## config.mk

```make
export PLATFORM = sky130hd
export DESIGN_NAME = m32_uart_io_responder_flat
export DESIGN_NICKNAME = d
export VERILOG_FILES = /design/src/rtl/m32_uart_io_responder_if.sv /design/src/rtl/m32_uart_io_responder.sv /design/src/flat_wrapper.sv
export SDC_FILE = /design/constraint.sdc
export NUM_CORES = 1
export LEC_CHECK = 0
export ABC_AREA = 1
export BUFFER_PORTS_ARGS = -buffer_cell sky130_fd_sc_hd__buf_4
export CORE_MARGIN = 3
export CORE_UTILIZATION = 50
export CTS_CLUSTER_SIZE = 8
export DETAILED_ROUTE_END_ITERATION = 16
export GPL_TIMING_DRIVEN = 0
export PLACE_DENSITY = 0.7
export SYNTH_ARGS = -nofsm -noshare
export SYNTH_HDL_FRONTEND = slang
export SYNTH_SLANG_ARGS = --single-unit
```

## constraint.sdc

```tcl
create_clock -name coreClk -period 5.7 [get_ports coreClk]
set_input_delay 1.14 -clock coreClk [delete_from_list [all_inputs] [get_ports coreClk]]
set_output_delay 1.14 -clock coreClk [all_outputs]
set_load 0.02 [all_outputs]
```

## src/rtl/m32_uart_io_responder_if.sv

```systemverilog
// Core I/O strobe bundle: the core drives address, store data and the active-low
// strobes; the responder answers with combinational read data.
interface m32_uart_io_responder_if;
  logic [31:0] maddr;
  logic [31:0] data2mem;
  logic        ioWr;
  logic        ioRd;
  logic [31:0] io_rdata;

  modport master (output maddr, data2mem, ioWr, ioRd, input io_rdata);
  modport slave  (input maddr, data2mem, ioWr, ioRd, output io_rdata);
endinterface

```

## src/rtl/m32_uart_io_responder.sv

```systemverilog
// Memory-mapped 8N1 UART: TX FIFO + serializer, RX deserializer + FIFO, sticky flags.
// TX: IDLE wait for FIFO | START line low | DATA head byte lsb-first | STOP line high
// RX: IDLE wait falling | START mid-bit check | DATA 8 samples | STOP sample, or wait high after frame error
module m32_uart_io_responder #(
  parameter logic [31:0] BASE_ADDR   = 32'hA000_0000,
  parameter int          FIFO_DEPTH  = 4,
  parameter logic [15:0] DEFAULT_DIV = 16'd434
) (
  input  logic                          coreClk,
  input  logic                          coreRst,
  m32_uart_io_responder_if.slave        bus,
  input  logic                          uart_rx,
  output logic                          uart_tx,
  output logic                          irq
);
  localparam int AW = $clog2(FIFO_DEPTH);
  localparam int CW = AW + 1;
  localparam logic [CW-1:0] FULL_CNT = CW'(FIFO_DEPTH);

  typedef enum logic [1:0] {TX_IDLE, TX_START, TX_DATA, TX_STOP} tx_state_t;
  typedef enum logic [1:0] {RX_IDLE, RX_START, RX_DATA, RX_STOP} rx_state_t;

  logic sel, wr, rd;
  logic [1:0] idx;
  logic [15:0] div;
  logic ovr_flag, ferr_flag, txovf_flag;
  logic unused_bits;

  logic [7:0] tx_mem [FIFO_DEPTH];
  logic [AW-1:0] tx_wp, tx_rp;
  logic [CW-1:0] tx_cnt;
  logic tx_push_req, tx_push, tx_pop;
  tx_state_t tx_state, tx_state_nxt;
  logic [15:0] tx_bcnt, tx_bcnt_nxt, tx_div, tx_div_nxt;
  logic [2:0] tx_bit, tx_bit_nxt;
  logic tx_bit_end;

  logic [7:0] rx_mem [FIFO_DEPTH];
  logic [AW-1:0] rx_wp, rx_rp;
  logic [CW-1:0] rx_cnt;
  logic rx_push_req, rx_push, rx_pop, ferr_set;
  rx_state_t rx_state, rx_state_nxt;
  logic [15:0] rx_bcnt, rx_bcnt_nxt, rx_div, rx_div_nxt;
  logic [2:0] rx_bit, rx_bit_nxt;
  logic [7:0] rx_shift, rx_shift_nxt;
  logic rx_brk, rx_brk_nxt;
  logic rx_s1, rx_s2, rx_s3;

  assign sel = (bus.maddr[31:4] == BASE_ADDR[31:4]);
  assign idx = bus.maddr[3:2];
  assign wr  = sel & ~bus.ioWr;
  // a simultaneous write suppresses the read side effect
  assign rd  = sel & ~bus.ioRd & bus.ioWr;
  assign unused_bits = ^{bus.data2mem[31:16], bus.maddr[1:0]};

  assign tx_push_req = wr && (idx == 2'd0);
  assign tx_bit_end  = (tx_bcnt == tx_div - 16'd1);
  assign tx_pop      = (tx_state == TX_STOP) && tx_bit_end;
  assign tx_push     = tx_push_req && ((tx_cnt != FULL_CNT) || tx_pop);

  assign rx_pop  = rd && (idx == 2'd1) && (rx_cnt != '0);
  assign rx_push = rx_push_req && ((rx_cnt != FULL_CNT) || rx_pop);
  assign irq     = (rx_cnt != '0);

  always_comb begin
    tx_state_nxt = tx_state;
    tx_bcnt_nxt  = tx_bcnt + 16'd1;
    tx_bit_nxt   = tx_bit;
    tx_div_nxt   = tx_div;
    case (tx_state)
      TX_IDLE: begin
        tx_bcnt_nxt = '0;
        if (tx_cnt != '0) begin
          tx_state_nxt = TX_START;
          tx_div_nxt   = div;
        end
      end
      TX_START: if (tx_bit_end) begin
        tx_state_nxt = TX_DATA;
        tx_bcnt_nxt  = '0;
        tx_bit_nxt   = '0;
      end
      TX_DATA: if (tx_bit_end) begin
        tx_bcnt_nxt = '0;
        if (tx_bit == 3'd7) tx_state_nxt = TX_STOP;
        else                tx_bit_nxt   = tx_bit + 3'd1;
      end
      TX_STOP: if (tx_bit_end) begin
        tx_bcnt_nxt = '0;
        if ((tx_cnt > CW'(1)) || tx_push) begin
          tx_state_nxt = TX_START;
          tx_div_nxt   = div;
        end else begin
          tx_state_nxt = TX_IDLE;
        end
      end
      default: tx_state_nxt = TX_IDLE;
    endcase
  end

  // the head entry stays in the FIFO until its stop bit completes
  always_comb begin
    uart_tx = 1'b1;
    if (tx_state == TX_START)     uart_tx = 1'b0;
    else if (tx_state == TX_DATA) uart_tx = tx_mem[tx_rp][tx_bit];
  end

  always_comb begin
    rx_state_nxt = rx_state;
    rx_bcnt_nxt  = rx_bcnt + 16'd1;
    rx_bit_nxt   = rx_bit;
    rx_div_nxt   = rx_div;
    rx_shift_nxt = rx_shift;
    rx_brk_nxt   = rx_brk;
    rx_push_req  = 1'b0;
    ferr_set     = 1'b0;
    case (rx_state)
      RX_IDLE: begin
        rx_bcnt_nxt = '0;
        if (rx_s3 && !rx_s2) begin
          rx_state_nxt = RX_START;
          rx_div_nxt   = div;
        end
      end
      RX_START: if (rx_bcnt == (rx_div >> 1) - 16'd1) begin
        rx_bcnt_nxt  = '0;
        rx_bit_nxt   = '0;
        rx_state_nxt = rx_s2 ? RX_IDLE : RX_DATA;
      end
      RX_DATA: if (rx_bcnt == rx_div - 16'd1) begin
        rx_bcnt_nxt  = '0;
        rx_shift_nxt = {rx_s2, rx_shift[7:1]};
        if (rx_bit == 3'd7) rx_state_nxt = RX_STOP;
        else                rx_bit_nxt   = rx_bit + 3'd1;
      end
      RX_STOP: begin
        if (rx_brk) begin
          rx_bcnt_nxt = '0;
          if (rx_s2) begin
            rx_state_nxt = RX_IDLE;
            rx_brk_nxt   = 1'b0;
          end
        end else if (rx_bcnt == rx_div - 16'd1) begin
          rx_bcnt_nxt = '0;
          if (rx_s2) begin
            rx_push_req  = 1'b1;
            rx_state_nxt = RX_IDLE;
          end else begin
            ferr_set   = 1'b1;
            rx_brk_nxt = 1'b1;
          end
        end
      end
      default: rx_state_nxt = RX_IDLE;
    endcase
  end

  always_ff @(posedge coreClk) begin
    if (tx_push) tx_mem[tx_wp] <= bus.data2mem[7:0];
    if (rx_push) rx_mem[rx_wp] <= rx_shift;
  end

  always_ff @(posedge coreClk) begin
    if (coreRst) begin
      tx_state <= TX_IDLE;
      tx_bcnt  <= '0;
      tx_bit   <= '0;
      tx_div   <= DEFAULT_DIV;
      rx_state <= RX_IDLE;
      rx_bcnt  <= '0;
      rx_bit   <= '0;
      rx_div   <= DEFAULT_DIV;
      rx_shift <= '0;
      rx_brk   <= 1'b0;
      {rx_s1, rx_s2, rx_s3} <= 3'b111;
      tx_wp <= '0; tx_rp <= '0; tx_cnt <= '0;
      rx_wp <= '0; rx_rp <= '0; rx_cnt <= '0;
      div <= DEFAULT_DIV;
      ovr_flag <= 1'b0; ferr_flag <= 1'b0; txovf_flag <= 1'b0;
    end else begin
      tx_state <= tx_state_nxt;
      tx_bcnt  <= tx_bcnt_nxt;
      tx_bit   <= tx_bit_nxt;
      tx_div   <= tx_div_nxt;
      rx_state <= rx_state_nxt;
      rx_bcnt  <= rx_bcnt_nxt;
      rx_bit   <= rx_bit_nxt;
      rx_div   <= rx_div_nxt;
      rx_shift <= rx_shift_nxt;
      rx_brk   <= rx_brk_nxt;
      {rx_s1, rx_s2, rx_s3} <= {uart_rx, rx_s1, rx_s2};
      if (tx_push) tx_wp <= tx_wp + AW'(1);
      if (tx_pop)  tx_rp <= tx_rp + AW'(1);
      case ({tx_push, tx_pop})
        2'b10:   tx_cnt <= tx_cnt + CW'(1);
        2'b01:   tx_cnt <= tx_cnt - CW'(1);
        default: tx_cnt <= tx_cnt;
      endcase
      if (rx_push) rx_wp <= rx_wp + AW'(1);
      if (rx_pop)  rx_rp <= rx_rp + AW'(1);
      case ({rx_push, rx_pop})
        2'b10:   rx_cnt <= rx_cnt + CW'(1);
        2'b01:   rx_cnt <= rx_cnt - CW'(1);
        default: rx_cnt <= rx_cnt;
      endcase
      if (wr && (idx == 2'd3))
        div <= (bus.data2mem[15:0] < 16'd2) ? 16'd2 : bus.data2mem[15:0];
      // set beats a same-cycle write-one-to-clear
      ovr_flag   <= (rx_push_req && !rx_push) |
                    (ovr_flag & ~(wr && (idx == 2'd2) && bus.data2mem[3]));
      ferr_flag  <= ferr_set |
                    (ferr_flag & ~(wr && (idx == 2'd2) && bus.data2mem[4]));
      txovf_flag <= (tx_push_req && !tx_push) |
                    (txovf_flag & ~(wr && (idx == 2'd2) && bus.data2mem[5]));
    end
  end

  always_comb begin
    bus.io_rdata = '0;
    if (sel) begin
      case (idx)
        2'd1: if (rx_cnt != '0) bus.io_rdata = {24'b0, rx_mem[rx_rp]};
        2'd2: bus.io_rdata = {26'b0, txovf_flag, ferr_flag, ovr_flag, (rx_cnt != '0),
                              ((tx_cnt == '0) && (tx_state == TX_IDLE)), (tx_cnt == FULL_CNT)};
        2'd3: bus.io_rdata = {16'b0, div};
        default: bus.io_rdata = '0;
      endcase
    end
  end
endmodule

```

## src/flat_wrapper.sv

```systemverilog
// flat-port wrapper written by rule: the top's interface ports become plain ports
module m32_uart_io_responder_flat 
#(
  parameter logic [31:0] BASE_ADDR   = 32'hA000_0000,
  parameter int          FIFO_DEPTH  = 4,
  parameter logic [15:0] DEFAULT_DIV = 16'd434
)
  (coreClk, coreRst, uart_rx, uart_tx, irq, bus_maddr, bus_data2mem, bus_ioWr, bus_ioRd, bus_io_rdata);
  m32_uart_io_responder_if bus_i ();
  input  logic coreClk;
  input  logic coreRst;
  input  logic uart_rx;
  output logic uart_tx;
  output logic irq;
  input wire logic [$bits(bus_i.maddr)-1:0] bus_maddr;
  input wire logic [$bits(bus_i.data2mem)-1:0] bus_data2mem;
  input wire logic [$bits(bus_i.ioWr)-1:0] bus_ioWr;
  input wire logic [$bits(bus_i.ioRd)-1:0] bus_ioRd;
  output wire logic [$bits(bus_i.io_rdata)-1:0] bus_io_rdata;
  assign bus_i.maddr = bus_maddr;
  assign bus_i.data2mem = bus_data2mem;
  assign bus_i.ioWr = bus_ioWr;
  assign bus_i.ioRd = bus_ioRd;
  assign bus_io_rdata = bus_i.io_rdata;
  m32_uart_io_responder #(.BASE_ADDR(BASE_ADDR), .FIFO_DEPTH(FIFO_DEPTH), .DEFAULT_DIV(DEFAULT_DIV)) u_core (.coreClk(coreClk), .coreRst(coreRst), .bus(bus_i), .uart_rx(uart_rx), .uart_tx(uart_tx), .irq(irq));
endmodule
```

==> results of run 1 <==
## logic make-up (layout without fill, tap and decap cells)
family / Yosys count / count (layout) / share of synthesized area (%)
AO/OA/AOI/OAI: 170 / 170 / 9.71
XOR/XNOR: 83 / 83 / 7.45
adder cells (fa/ha/maj): 28 / 28 / 3.60
buffers and inverters: 187 / 287 / 8.14
flip-flops: 187 / 187 / 44.1
other: 1 / 16 / 0.0377
AND/OR/NAND/NOR: 607 / 607 / 27.0
## stage by stage
step	power (mW)	cell area (sq um)	setup WS, ns	utilization (%)
5_1_grt	3.21	11400	1.59	59.5
3_5_place_dp	1.97	10800	1.72	56.6
6_report	3.08	11400	1.78	59.5
2_1_floorplan	1.83	10000	2.14	-
3_3_place_gp	1.96	10800	1.74	56.6
4_1_cts	3.09	11400	1.72	59.5
## worst min-delay path by stage
stage              endpoint  depth (start not counted)
2_1_floorplan  u_core.rx_s2                          1
3_3_place_gp   u_core.rx_s2                          1
3_5_place_dp   u_core.rx_s2                          1
4_1_cts        u_core.rx_s2                          1
5_1_grt        u_core.rx_s2                          1
6_report       u_core.rx_s2                          1
## where the power goes
part	internal, mW	switching (mW)
Clock	0.578	0.557
Sequential	1.40	0.0441
Combinational	0.188	0.304
## cell usage after synthesis (2+ instances only)
| cell type | count |
|---|---|
| nand3_1 | 78 |
| o21bai_1 | 2 |
| and3_1 | 2 |
| nor3b_1 | 4 |
| nand2_1 | 241 |
| o21ai_1 | 3 |
| nor4_1 | 10 |
| edfxtp_1 | 64 |
| buf_4 | 17 |
| a21oi_1 | 55 |
| nand3b_1 | 7 |
| buf_2 | 5 |
| nand2_4 | 2 |
| nand4_1 | 9 |
| inv_2 | 3 |
| inv_1 | 133 |
| ha_1 | 27 |
| buf_1 | 2 |
| dfxtp_1 | 123 |
| nor3_1 | 26 |
| a211oi_1 | 5 |
| nand2_2 | 7 |
| o21ai_0 | 75 |
| o22ai_1 | 7 |
| clkbuf_1 | 21 |
| a221oi_1 | 3 |
| buf_6 | 5 |
| xor2_1 | 55 |
| o221ai_1 | 9 |
| xnor2_1 | 27 |
| or2_2 | 6 |
| nor2_4 | 5 |
| nor3_2 | 4 |
| nor2_2 | 12 |
| nor2_1 | 189 |
## flip-flops by register name (all words and copies together) (netlist names), 2 cells and up, named ones only
name / cells
u_core.rx_mem: 32
u_core.rx_bcnt: 16
u_core.div: 16
u_core.tx_state: 2
u_core.tx_bcnt: 16
u_core.rx_cnt: 3
u_core.rx_shift: 8
u_core.tx_mem: 32
u_core.tx_rp: 2
u_core.tx_cnt: 3
u_core.tx_wp: 2
u_core.rx_wp: 2
u_core.rx_div: 16
u_core.tx_bit: 3
u_core.tx_div: 16
u_core.rx_bit: 3
u_core.rx_rp: 2
## critical path, stage by stage
cell	delay (ns)
buf_4	0.11
nor4_1	0.32
nand3_1	0.13
nor2_2	0.45
nand2_1	0.13
a31oi_1	0.29
buf_4	0.21
## cell type report
cell class / instances / area (sq um) / share of cell area, %
repair buffers: 68 / 510 / 4.48
well taps: 260 / 325 / 2.86
multi-input cells: 904 / 4810 / 42.2
inverters: 137 / 514 / 4.51
clock buffers: 17 / 425 / 3.74
clock inverters: 15 / 128 / 1.12
flip-flops and latches: 187 / 4380 / 38.5
plain buffers: 50 / 295 / 2.59
## layer usage
layer | track usage, % | vias to the layer above
met4 | 6.24 | 0
li1 | - | 4298
met5 | 0 | -
met1 | 28.6 | 3903
met3 | 3.79 | 29
met2 | 37.8 | 204
==> flow_summary.yaml, run 1 <==
power_and_ir_drop:
  p_per_area_nw_per_um2: 270
  ir_worst_vdd_v: 0.000206
  p_leak_nw: 4.62
final_layout:
  drive_above_1_share_pct: 12.4
  nFillCells: 1767
  fin_nets: 1462
  antenna_cells: 0
  area.growth.synth_to_final_pct: 14.5
  stdcell_count: 1638
  mostFrequentLayoutCells: "nand2_1, nor2_1, inv_1"
  final_common_cell: "nand2_1"
drt:
  top_layer: "met4"
  drtAntennaViolNets: 0
  drt-pass1-iter-count: 5
  wl_met3_um: 1070
  via_count: 8434
  via_per_inst: 5.15
  wl_met2_um: 11500
  remaining_drc_errors: 0
  drt_iter0_markers: 505
  drt-met1-wl_um: 10800
  wirelength_um: 23800
  wl_per_cell_um: 14.5
cts:
  cts_tree: "done"
  clk_root_buffer_cell: "clkbuf_16"
  cts_buffer_depth: 2
  post_cts_buffers: 0
  ctsResizeCount: 0
  clock-sinks: 187
  numCtsBuffers: 17
  htree_num_levels: 4
  clkTransAtPathRegs_ns: 0.07
  holdBufCountCts: 0
  clkLatencyLatePin_ns: 0.43
die:
  rows: 50
  initial_utilization_pct: 51.9
  core_sq_um: 19100
  fp.dieW_um: 147
  ios: 103
  die_y_um: 147
  dieArea_sq_um: 21600
logic_synthesis:
  yosys-top-cells-area: "dfxtp_1, edfxtp_1, nand2_1"
  yosysTopAreaCellShare_pct: 24.8
  syn_area_sq_um: 9940
  synth_cells: 1263
  synthFlopType: "dfxtp_1"
  synth_seq_area_share_pct: 44.1
  netlist.top_cell.by_area: "dfxtp_1"
  synth_edf_count: 64
  yosysWarningCount: 0
  async_flop_share_pct: 0
  ys_ff_latch: 187
  synth.avg_cell_area_sq_um: 7.87
  synth.distinct_cells: 55
run:
  max-cap-violations: 0
global_routing:
  grt_max_degree: 19
  grt_pass1_vias: 7973
  overflow: 0
  grt_first_pass_wirelength_um: 38500
  grt_usage_pct: 22.0
  antenna_found_initial: 0
critical_path:
  crit_type: "in2out"
  cp.arrival_ns: 2.78
  crit_end: "bus_io_rdata[3]"
  critPathLaunchType: "input pin"
  path_max_fanout: 10
  rrSetupSlack_ns: 2.35
  critPathRequiredTime_ns: 4.56
  reg2reg_depth: 14
  startpoint: "bus_maddr[21]"
  cp-end-kind: "output pin"
  r2r_start: "u_core.rx_div[1]"
  rr_endpoint: "u_core.rx_mem[0][1]"
placement:
  dp_hpwl_um: 17900
  io_buffers: 68
  dp_cells: 1606
  finalWeightedCongestion: 0.909
sta:
  finalSetupTns_ns: 0
  tightest_slew_ns: 0.898
  clock.fmax_mhz: 255
  period_share_pct: 68.9
  drv_slew: 0
  whs_ns: 0.408
  slew_headroom_pct: 39.9
  min_period_ns: 3.92
  rsz0062_at_grt: "false"
  skew_ns: 0.0104
  hold_violations: 0
  setup_violations: 0
outcome:
  status: "complete, no violations"
min_path:
  worstHoldPathType: "reg2reg"
  hold_start: "u_core.rx_s1"
Note: power is estimated with default switching activity, not from simulation.
==> run 2: changes to the inputs <==
Settings changed: PLACE_DENSITY 0.7 to 0.73.
Clock period 5.7 ns to 3.37 ns, I/O delays scaled along.
==> run 2 against run 1 <==
Net effect:
- register-to-register slack worse by 2.1 ns
- count of clock-buffer cells in the layout up 2
- clock power up 81%
- worst hold slack better by 0.00099 ns
- power up 73%
- non-clock buffer count unchanged
- flip-flop and latch count unchanged
- core utilization up 0.35 points
==> flow_summary.yaml, run 2 (synthesis gave the netlist of run 1 again) <==
sta:
  period_share_pct: 93.4
  hold_violations: 0
  drv_slew: 0
  skew_ns: 0.0138
  clock.fmax_mhz: 318
  min_period_ns: 3.15
  rsz0062_at_grt: "true"
  tightest_slew_ns: 0.806
  whs_ns: 0.409
  setup_violations: 0
  slew_headroom_pct: 46.1
drt:
  via_per_inst: 5.15
  via_count: 8441
  wl_per_cell_um: 14.5
  wirelength_um: 23800
  drt_iter0_markers: 699
  remaining_drc_errors: 0
  drtAntennaViolNets: 0
  drt-pass1-iter-count: 5
power_and_ir_drop:
  p_per_area_nw_per_um2: 465
  fin_total_pwr_mw: 5.32
  ir_worst_vdd_v: 0.000381
  p_leak_nw: 4.64
die:
  dieArea_sq_um: 21600
  rows: 50
  fp.dieW_um: 147
  die_y_um: 147
  initial_utilization_pct: 51.9
  core_sq_um: 19100
  ios: 103
final_layout:
  final_common_cell: "nand2_1"
  stdcell_count: 1638
  top_regs: "u_core.rx_mem (32), u_core.tx_mem (32)"
  antenna_cells: 0
  utilization_pct: 59.8
  mostFrequentLayoutCells: "nand2_1, nor2_1, inv_1"
  area.growth.synth_to_final_pct: 15.2
  nFillCells: 1729
  fin_nets: 1462
  drive_above_1_share_pct: 12.8
  final_area_sq_um: 11500
cts:
  clkTransAtPathRegs_ns: 0.07
  clock-sinks: 187
  numCtsBuffers: 17
  htree_num_levels: 4
  cts_buffer_depth: 2
  holdBufCountCts: 0
  cts_tree: "done"
  clkLatencyLatePin_ns: 0.44
  clk_root_buffer_cell: "clkbuf_16"
min_path:
  worstHoldPathType: "reg2reg"
global_routing:
  grt_pass1_vias: 8022
  antenna_found_initial: 0
  grt_usage_pct: 22.4
  overflow: 0
  grt_max_degree: 19
  grt_first_pass_wirelength_um: 39200
critical_path:
  path_max_fanout: 8
  critPathRequiredTime_ns: 3.44
  cp-end-kind: "flip-flop"
  critPathLaunchType: "flip-flop"
  cp.arrival_ns: 3.22
  crit_type: "reg2reg"
placement:
  dp_hpwl_um: 18000
  finalWeightedCongestion: 0.908
  dp_cells: 1606
  io_buffers: 68
  placed_cell_area_sq_um: 10800
run:
  max-cap-violations: 0
outcome:
  status: "complete, no violations"
run 2: repair_timing:
item	4_1_cts	5_1_grt
buffers inserted	0	0
resized for setup	0	4
setup endpoints to repair	0	32
run 2: layout make-up:
| cell class | instances | area, sq um | area share [%] |
|---|---|---|---|
| inverters | 137 | 514 | 4.49 |
| flip-flops and latches | 187 | 4380 | 38.3 |
| multi-input cells | 904 | 4820 | 42.0 |
| repair buffers | 68 | 510 | 4.46 |
| clock inverters | 13 | 145 | 1.27 |
| clock buffers | 19 | 464 | 4.05 |
| plain buffers | 50 | 295 | 2.58 |
| well taps | 260 | 325 | 2.84 |
run 2: report_power, final:
part	internal (mW)	total, mW	switching, mW
Sequential	2.38	2.45	0.0699
Clock	1.12	2.05	0.932
Combinational	0.319	0.830	0.511
run 2: path summary, 6_finish.rpt:
check,start,endpoint,slack [ns],depth (start not counted)
max,u_core.rx_div[1],u_core.rx_mem[2][7],0.22,14
min,u_core.rx_s1,u_core.rx_s2,0.41,1
max reg2reg,u_core.rx_div[1],u_core.rx_mem[2][7],0.22,14
min reg2reg,u_core.rx_s1,u_core.rx_s2,0.41,1
run 2: critical path, stage by stage (launching register included):
cell     delay (ns)
dfxtp_1        0.36
inv_1          0.13
ha_1           0.23
inv_1          0.09
nor2_2         0.12
inv_1          0.08
nor2_2         0.18
nand2_1        0.08
nor2_1         0.08
o21ai_0        0.09
nor2_1         0.19
nand3_1        0.20
nor3_2         0.22
nand2_1        0.26
nor2_2         0.47
run 2: stage by stage:
stage | worst slack (ns) | TNS, ns
global placement | 0.108 | 0
floorplan | 0.746 | 0
detailed placement | 0.0437 | 0
finish | 0.221 | 0
global route | -0.0907 | -1.82
CTS | 0.0377 | 0
run 2: metal layers:
metal	vias to the layer above	GRT usage [%]	share of wire [%]	wire length [um]
li1	4288	-	-	-
met1	3909	29.3	44	10600
met2	217	38.5	50	11800
met3	27	3.98	4.8	1150
met4	0	5.64	1.2	279
met5	-	0	0	0
==> run 3: changes to the inputs <==
==> constraint.sdc (replaced) <==
create_clock -name coreClk -period 3.37 [get_ports coreClk]
set_input_delay 0.1685 -clock coreClk [delete_from_list [all_inputs] [get_ports coreClk]]
set_output_delay 0.1685 -clock coreClk [all_outputs]
set_load 0.02 [all_outputs]
==> run 3 against run 2 <==
Net effect:
- worst setup slack improved by 0.0087 ns
- clock skew decreased by 0.0016 ns
- sequential power about the same
- critical path depth unchanged
- maximum frequency increased by 0.28%
- wire length increased by 0.74%
- non-clock buffer count increased by 17
- combinational power increased by 2%
- register-to-register slack about the same
- die area unchanged
- global-route usage increased by 0.15 points
- core utilization increased by 0.89 points
- critical endpoint unchanged
- largest cell class unchanged
- largest power group unchanged
==> flow_summary.yaml, run 3 (synthesis gave the netlist of run 1 again) <==
outcome:
  status: "complete, no violations"
sta:
  period_share_pct: 93.2
  min_period_ns: 3.14
  slew_headroom_pct: 46.0
  finalSetupTns_ns: 0
  tightest_slew_ns: 0.806
  drv_slew: 0
  hold_violations: 0
  clock.fmax_mhz: 318
  rsz0062_at_grt: "true"
  skew_ns: 0.0122
  setup_violations: 0
drt:
  drt-pass1-iter-count: 6
  wl_per_cell_um: 14.5
  remaining_drc_errors: 0
  wirelength_um: 24000
  via_count: 8563
  drtAntennaViolNets: 0
  via_per_inst: 5.17
  drt_iter0_markers: 756
cts:
  clk_root_buffer_cell: "clkbuf_16"
  clkLatencyLatePin_ns: 0.44
  htree_num_levels: 4
  cts_tree: "done"
  post_cts_buffers: 0
  clkTransAtPathRegs_ns: 0.07
  cts_buffer_depth: 2
  clock-sinks: 187
  numCtsBuffers: 17
final_layout:
  antenna_cells: 0
  final_common_cell: "nand2_1"
  area.growth.synth_to_final_pct: 16.9
  drive_above_1_share_pct: 12.6
  final_area_sq_um: 11600
  fin_nets: 1479
  top_regs: "u_core.rx_mem (32), u_core.tx_mem (32)"
  utilization_pct: 60.7
  mostFrequentLayoutCells: "nand2_1, nor2_1, inv_1"
run:
  max-cap-violations: 0
placement:
  dp_hpwl_um: 18000
  io_buffers: 68
  placed_cell_area_sq_um: 10800
  finalWeightedCongestion: 0.908
power_and_ir_drop:
  p_per_area_nw_per_um2: 460
  ir_worst_vdd_v: 0.000380
  p_leak_nw: 4.71
  fin_total_pwr_mw: 5.35
critical_path:
  cpPeakStageDelay_ns: 0.46
  critPathRequiredTime_ns: 3.44
  crit_type: "reg2reg"
  path_max_fanout: 8
  critPathLaunchType: "flip-flop"
  cp.arrival_ns: 3.21
  startpoint: "u_core.rx_div[1]"
  reg2reg_depth: 14
  crit_slowest_cell: "nor2_2"
  cp-end-kind: "flip-flop"
  r2r_start: "u_core.rx_div[1]"
  path_cells: "inv_1 > ha_1 > inv_1 > nor2_2 > inv_1 > nor2_2 > nand2_1 > nor2_1 > o21ai_0 > nor2_1 > nand3_1 > nor3_2 > nand2_1 > nor2_2"
min_path:
  worstHoldPathType: "in2reg"
  hold_path_depth: 3
  hold_start: "coreRst"
global_routing:
  grt_pass1_vias: 8088
  grt_max_degree: 19
  antenna_found_initial: 0
  grt_first_pass_wirelength_um: 39600
  overflow: 0
  grt_usage_pct: 22.5
die:
  fp.dieW_um: 147
  dieArea_sq_um: 21600
  initial_utilization_pct: 51.9
  ios: 103
  die_y_um: 147
  core_sq_um: 19100
  rows: 50
run 3: cell types whose count changed in the layout (fill, tap and decap cells not counted), sizes merged:
| cell | before | now |
|---|---|---|
| dlygate4sd3 | 0 | 17 |
run 3: area by class of cell:
type                    count  area, sq um
clock buffers              19          464
well taps                 260          325
flip-flops and latches    187         4380
multi-input cells         904         4820
clock inverters            13          145
repair buffers             85          681
inverters                 137          514
fillers                  1710         7520
plain buffers              50          295
run 3: path summary, 6_finish.rpt:
path | to | slack [ns]
max | u_core.rx_mem[2][7] | 0.23
min | u_core.rx_s3 | 0.07
max reg2reg | u_core.rx_mem[2][7] | 0.23
min reg2reg | u_core.rx_s2 | 0.41
run 3: stage by stage:
step / worst slack (ns) / std cells / hold WS (ns)
after floorplan: 0.820 / 1278 / 0.267
after global placement: 0.122 / 1606 / 0.353
after detailed placement: 0.0593 / 1606 / 0.359
after CTS: 0.0377 / 1655 / 0.0381
after global routing: -0.0907 / 1655 / 0.0496
final: 0.230 / 1655 / 0.0680
run 3: power by group:
part           internal, mW  switching [mW]
combinational         0.332           0.515
sequential             2.38          0.0703
clock                  1.12           0.939
total                  3.82            1.52
run 3: routing by layer:
metal	global-route usage (%)	wire length, um	vias to the layer above
li1	-	-	4322
met1	29.5	10500	3948
met2	38.5	11800	255
met3	4.04	1340	38
met4	6.10	388	0
met5	0	0	-
run 3: critical path: cells and delay by family (launching register included):
family | cells | cell delay (ns)
AOI/OAI and AO/OA | 1 | 0.09
adders and majority gates | 1 | 0.23
buffers and inverters | 3 | 0.29
DFF | 1 | 0.36
and+or+nand+nor | 9 | 1.78
run 3: timing repair:
item | CTS | global route
hold buffers | 17 | 0
endpoints found under the hold margin | 41 | 0
setup endpoints to repair | 0 | 32
gates resized for setup | 0 | 4
